--- config.mk ---
export PLATFORM = sky130hd
export DESIGN_NAME = axi_rd_responder
export DESIGN_NICKNAME = d
export VERILOG_FILES = /design/src/rtl/axi_rd_responder.sv
export SDC_FILE = /design/constraint.sdc
export NUM_CORES = 1
export LEC_CHECK = 0
export ABC_CLOCK_PERIOD_IN_PS = 6500
export CORE_MARGIN = 2
export CORE_UTILIZATION = 30
export CTS_CLUSTER_DIAMETER = 120
export DETAILED_ROUTE_END_ITERATION = 7
export SLEW_MARGIN = 10
export SYNTH_ARGS = -nofsm -noshare
export SYNTH_HDL_FRONTEND = slang
export SYNTH_SLANG_ARGS = --single-unit
--- constraint.sdc ---
create_clock -name clk -period 6.5 [get_ports clk]
set_clock_uncertainty 0.2 [all_clocks]
set_input_delay 0.65 -clock clk [delete_from_list [all_inputs] [get_ports clk]]
set_output_delay 0.65 -clock clk [all_outputs]
set_load 0.05 [all_outputs]
--- src/rtl/axi_rd_responder.sv ---
// ============================================================================
// Module      : axi_rd_responder
// Description : AXI-style read subordinate returning R beats out of order,
//               with an ID-derived latency and ID-derived data per request.
// Revision    : 1.0 - initial release
// ============================================================================
`default_nettype none

module axi_rd_responder #(
  parameter int unsigned DATA_WIDTH = 8,
  parameter int unsigned ID_WIDTH   = 4,
  parameter int unsigned DEPTH      = 4,
  parameter int unsigned MIN_LAT    = 1,
  parameter int unsigned DATA_SEED  = 32'hA0
) (
  input  logic                  clk,
  input  logic                  rst_n,
  input  logic [ID_WIDTH-1:0]   s_arid_i,
  input  logic                  s_arvalid_i,
  output logic                  s_arready_o,
  output logic [DATA_WIDTH-1:0] s_rdata_o,
  output logic [ID_WIDTH-1:0]   s_rid_o,
  output logic                  s_rvalid_o,
  input  logic                  s_rready_i
);

  localparam int unsigned IDX_W = (DEPTH > 1) ? $clog2(DEPTH) : 1;

  logic [DEPTH-1:0]      r_busy;
  logic [ID_WIDTH-1:0]   r_id  [DEPTH];
  logic [3:0]            r_cnt [DEPTH];
  logic                  r_rvalid;
  logic [ID_WIDTH-1:0]   r_rid;
  logic [DATA_WIDTH-1:0] r_rdata;

  logic                  w_free_any;
  logic                  w_id_hit;
  logic                  w_elig_any;
  logic [IDX_W-1:0]      w_free_idx;
  logic [IDX_W-1:0]      w_elig_idx;
  logic [2:0]            w_arid_inv;
  logic [3:0]            w_lat;
  logic                  w_accept;
  logic                  w_load;
  logic                  w_launch;
  logic [DATA_WIDTH-1:0] w_elig_data;

  // Descending scan so the lowest index wins both priority encoders.
  always_comb begin
    w_free_any = 1'b0;
    w_free_idx = '0;
    w_elig_any = 1'b0;
    w_elig_idx = '0;
    w_id_hit   = 1'b0;
    for (int i = int'(DEPTH) - 1; i >= 0; i--) begin
      if (!r_busy[i]) begin
        w_free_any = 1'b1;
        w_free_idx = IDX_W'(i);
      end
      if (r_busy[i] && (r_cnt[i] == 4'd0)) begin
        w_elig_any = 1'b1;
        w_elig_idx = IDX_W'(i);
      end
      if (r_busy[i] && (r_id[i] == s_arid_i)) begin
        w_id_hit = 1'b1;
      end
    end
  end

  assign w_arid_inv  = ~s_arid_i[2:0];
  assign w_lat       = 4'(MIN_LAT) + {1'b0, w_arid_inv};
  assign s_arready_o = rst_n & w_free_any & ~w_id_hit;
  assign w_accept    = s_arvalid_i & s_arready_o;
  assign w_load      = ~r_rvalid | s_rready_i;
  assign w_launch    = w_load & w_elig_any;
  assign w_elig_data = DATA_WIDTH'(DATA_SEED + 32'(r_id[w_elig_idx]));

  always_ff @(posedge clk or negedge rst_n) begin
    if (!rst_n) begin
      r_busy   <= '0;
      r_rvalid <= 1'b0;
      r_rid    <= '0;
      r_rdata  <= '0;
      for (int i = 0; i < int'(DEPTH); i++) begin
        r_id[i]  <= '0;
        r_cnt[i] <= 4'd0;
      end
    end else begin
      for (int i = 0; i < int'(DEPTH); i++) begin
        if (r_busy[i] && (r_cnt[i] != 4'd0)) begin
          r_cnt[i] <= r_cnt[i] - 4'd1;
        end
      end
      if (w_launch) begin
        r_busy[w_elig_idx] <= 1'b0;
      end
      // The allocated slot is idle beforehand, so it never collides with the launch slot.
      if (w_accept) begin
        r_busy[w_free_idx] <= 1'b1;
        r_id[w_free_idx]   <= s_arid_i;
        r_cnt[w_free_idx]  <= w_lat;
      end
      if (w_load) begin
        r_rvalid <= w_elig_any;
        if (w_elig_any) begin
          r_rid   <= r_id[w_elig_idx];
          r_rdata <= w_elig_data;
        end
      end
    end
  end

  assign s_rvalid_o = r_rvalid;
  assign s_rid_o    = r_rid;
  assign s_rdata_o  = r_rdata;

endmodule

`default_nettype wire

==> impl_metrics.tcl <==
set metrics [dict create \
    synth_area_sq_mm 0.002608 \
    busiest_layer "met2" \
    synth_top_area_cell "dfrtp_1" \
    pin_count 22 \
    yosysSeqAreaShare_pct 40.31 \
    yosys-top-cells-count "42 x dfrtp_1, 28 x nand2_1, 19 x xnor2_1" \
    postRouteWirelength_microns 5368 \
    core_area_sq_mm 0.008593 \
    synth_cell_types 45 \
    synth_cells 240 \
    fin_util_pct 34.16 \
    num_vias 1770 \
    setup_violations 0 \
    holdCritPathClass "in2async" \
    wl_per_cell_microns 14.75 \
    yosysMostFrequentCell "dfrtp_1" \
    post_cts_buffers 0 \
    synthDominantCellAreaShare_pct 40.31 \
    max_slew_margin_pct 38.59 \
    start_kind "primary input" \
    grt_max_degree 44 \
    finalWeightedCongestion 0.7639 \
    grt_pass1_wl_microns 9066 \
    finalCriticalPeriod_ns 4.077 \
    cts_buffers 5 \
    cts-resized-gates 0 \
    num_rows 34 \
    gr-usage-met3_pct 2.950 \
    drive_gt1_share_pct 15.63 \
    cp_cell_sequence "clkdlybuf4s50_1 > xnor2_1 > nand3_1 > nor3_2 > nor3_1 > clkdlybuf4s50_1" \
    ir_drop_v 0.0001319 \
    tns_ns 0 \
    drtIter0Drc 78 \
    rsz0062_at_grt "false" \
    grt_overflow 0 \
    firstDrtPassIters 4 \
    cp_data_required_time_ns 5.65 \
    cpMostUsedCell "clkdlybuf4s50_1" \
    antenna_found_initial 0 \
    synth.avg_cell_area_sq_um 10.86 \
    crit_fanout 11 \
    gr-usage-met2_pct 18.70 \
    die_w_microns 97.23 \
    die-area_sq_mm 0.009454 \
    clk_latency_ns 0.30 \
    fin_area_sq_mm 0.002935 \
    cts_tree "yes" \
    powerDensity_mw_per_mm2 515.4 \
    multi_input_area_sq_mm 0.001413 \
    hold_violations 0 \
    synth-main-ff-cell "dfrtp_1" \
    clock_path_buffers 2 \
    drc 0 \
    syn_to_final_growth_pct 12.57 \
    cp.arrival_ns 3.23 \
    crit_type "in2out" \
    seqCellArea_sq_mm 0.001051 \
    ys_async_sr_fraction_pct 100.0 \
    portBuffers 19 \
    cts_hold_buffers 0 \
    post-route-period-util_pct 62.73 \
    power.leakage_nw 1.155 \
    drtAntennaViolNets 0 \
    grt_usage_pct 11.98 \
    htreeDepth 2 \
    crit_slowest_cell "clkdlybuf4s50_1" \
    fin_nets 271 \
    grt_util_met1_pct 16.59 \
    cts_root_buf "clkbuf_8" \
    antenna_cells 0 \
    slew_viol_final 0 \
    grt_pass1_vias 1771 \
    crit_path_end_kind "output port" \
    clkTransAtPathRegs_ns 0.08 \
    fillers 874 \
    ys_ff_latch 42 \
    dp_hpwl_microns 3823 \
    status "complete, no violations" \
    post_dp_cell_area_sq_mm 0.002844 \
    cap_violations 0 \
    worst_pin_slew_ns 0.9142 \
    ff2ff_path_depth 4 \
    synth_enable_flop_cells 0 \
    max_freq_mhz 245.3 \
    critPathMaxStageDelay_ns 0.75 \
    start_util_pct 30.34 \
    synth_warnings 0 \
    via_per_inst 4.863 \
    synth_area_leaders "dfrtp_1 40%, xnor2_1 6.4%, mux2_4 5.8%" \
    die_y_microns 97.23 \
    cts.sinks 42 \
]
[per-layer routing]
| layer | part of all wire [%] | wire, microns |
|---|---|---|
| met1 | 50 | 2707 |
| met2 | 45 | 2420 |
| met3 | 3.1 | 165 |
| met4 | 1.4 | 74 |
| met5 | 0 | 0 |
[power breakdown]
group | total, mW | internal (mW) | leakage (nW) | switching [mW]
registers | 0.529 | 0.396 | 0.498 | 0.133
clock network | 0.176 | 0.0858 | 0.0482 | 0.0902
logic | 0.808 | 0.370 | 0.609 | 0.439
[cells in the final DEF (no fill, tap or decap), types with 2 or more instances in the layout]
master | netlist | layout
conb_1 | 1 | 2
a222oi_1 | 4 | 4
a21oi_1 | 8 | 8
o21ai_0 | 11 | 11
or3_1 | 2 | 2
a21o_1 | 2 | 2
nor4_4 | 4 | 4
ha_1 | 8 | 8
nor2_1 | 5 | 5
buf_4 | 9 | 2
xor2_1 | 5 | 5
mux2_1 | 2 | 2
nor2b_1 | 4 | 4
clkdlybuf4s50_1 | 0 | 18
mux2_4 | 10 | 10
nand3_1 | 4 | 4
nor4_1 | 3 | 3
or2_2 | 2 | 2
nand3b_1 | 3 | 3
clkbuf_8 | 0 | 6
mux2_2 | 8 | 8
or4_1 | 3 | 3
dfrtp_1 | 42 | 42
inv_1 | 11 | 11
mux2i_1 | 11 | 11
xnor2_1 | 19 | 19
nand2b_1 | 8 | 8
nand2_1 | 28 | 28
nor3b_1 | 3 | 3
[kinds of logic (layout without fill, tap and decap cells)]
group | after synthesis | after routing | share of synthesized area [%]
adder cells (fa/ha/maj) | 8 | 8 | 3.839
AND/OR/NAND/NOR | 78 | 78 | 19.00
buffers and inverters | 26 | 41 | 5.662
flip-flops | 42 | 42 | 40.31
XOR/XNOR | 24 | 24 | 8.061
other | 1 | 2 | 0.1438
AO/OA/AOI/OAI | 30 | 30 | 8.685
multiplexers | 31 | 31 | 14.30
[critical path: cells and delay by family]
kind	cells	cell delay, ns
buffers and inverters	2	1.49
AND/OR/NAND/NOR	3	0.91
XOR/XNOR	1	0.18
[flip-flops by register name, summed over array words and instances (netlist names)]
register / flops
s_rid_o: 3
s_rdata_o: 2
r_cnt: 16
r_id: 16
r_busy: 4
s_rvalid_o: 1
[per-stage QoR]
| step | cells | worst slack, ns | hold WS, ns | total power [mW] |
|---|---|---|---|---|
| after floorplan | 241 | 3.298 | 0.1544 | 1.162 |
| after global placement | 356 | 2.477 | 0.2745 | 1.332 |
| after detailed placement | 356 | 2.444 | 0.2838 | 1.343 |
| after CTS | 364 | 2.409 | 0.2462 | 1.527 |
| after global routing | 364 | 2.266 | 0.2816 | 1.631 |
| final | 364 | 2.423 | 0.2215 | 1.513 |
[layout make-up]
class	count	share of cell area, %
multi-input combinational	173	48.12
sequential	42	35.81
timing repair buffer	21	6.820
tap	108	4.604
clock buffer	7	2.941
inverter	12	1.535
clock inverter	1	0.1705
[path summary, 6_finish.rpt]
kind	start	to	slack [ns]
max	s_arid_i[2]	s_arready_o	2.42
min	rst_n	s_rid_o[2]	0.22
max reg2reg	r_busy[0]	r_cnt[1]	4.00
min reg2reg	s_rdata_o[5]	s_rdata_o[5]	0.29
max in group asynchronous	rst_n	r_cnt[13]	5.49
min in group clk	s_rdata_o[5]	s_rdata_o[5]	0.29
Power figures use the tool's default switching activity.
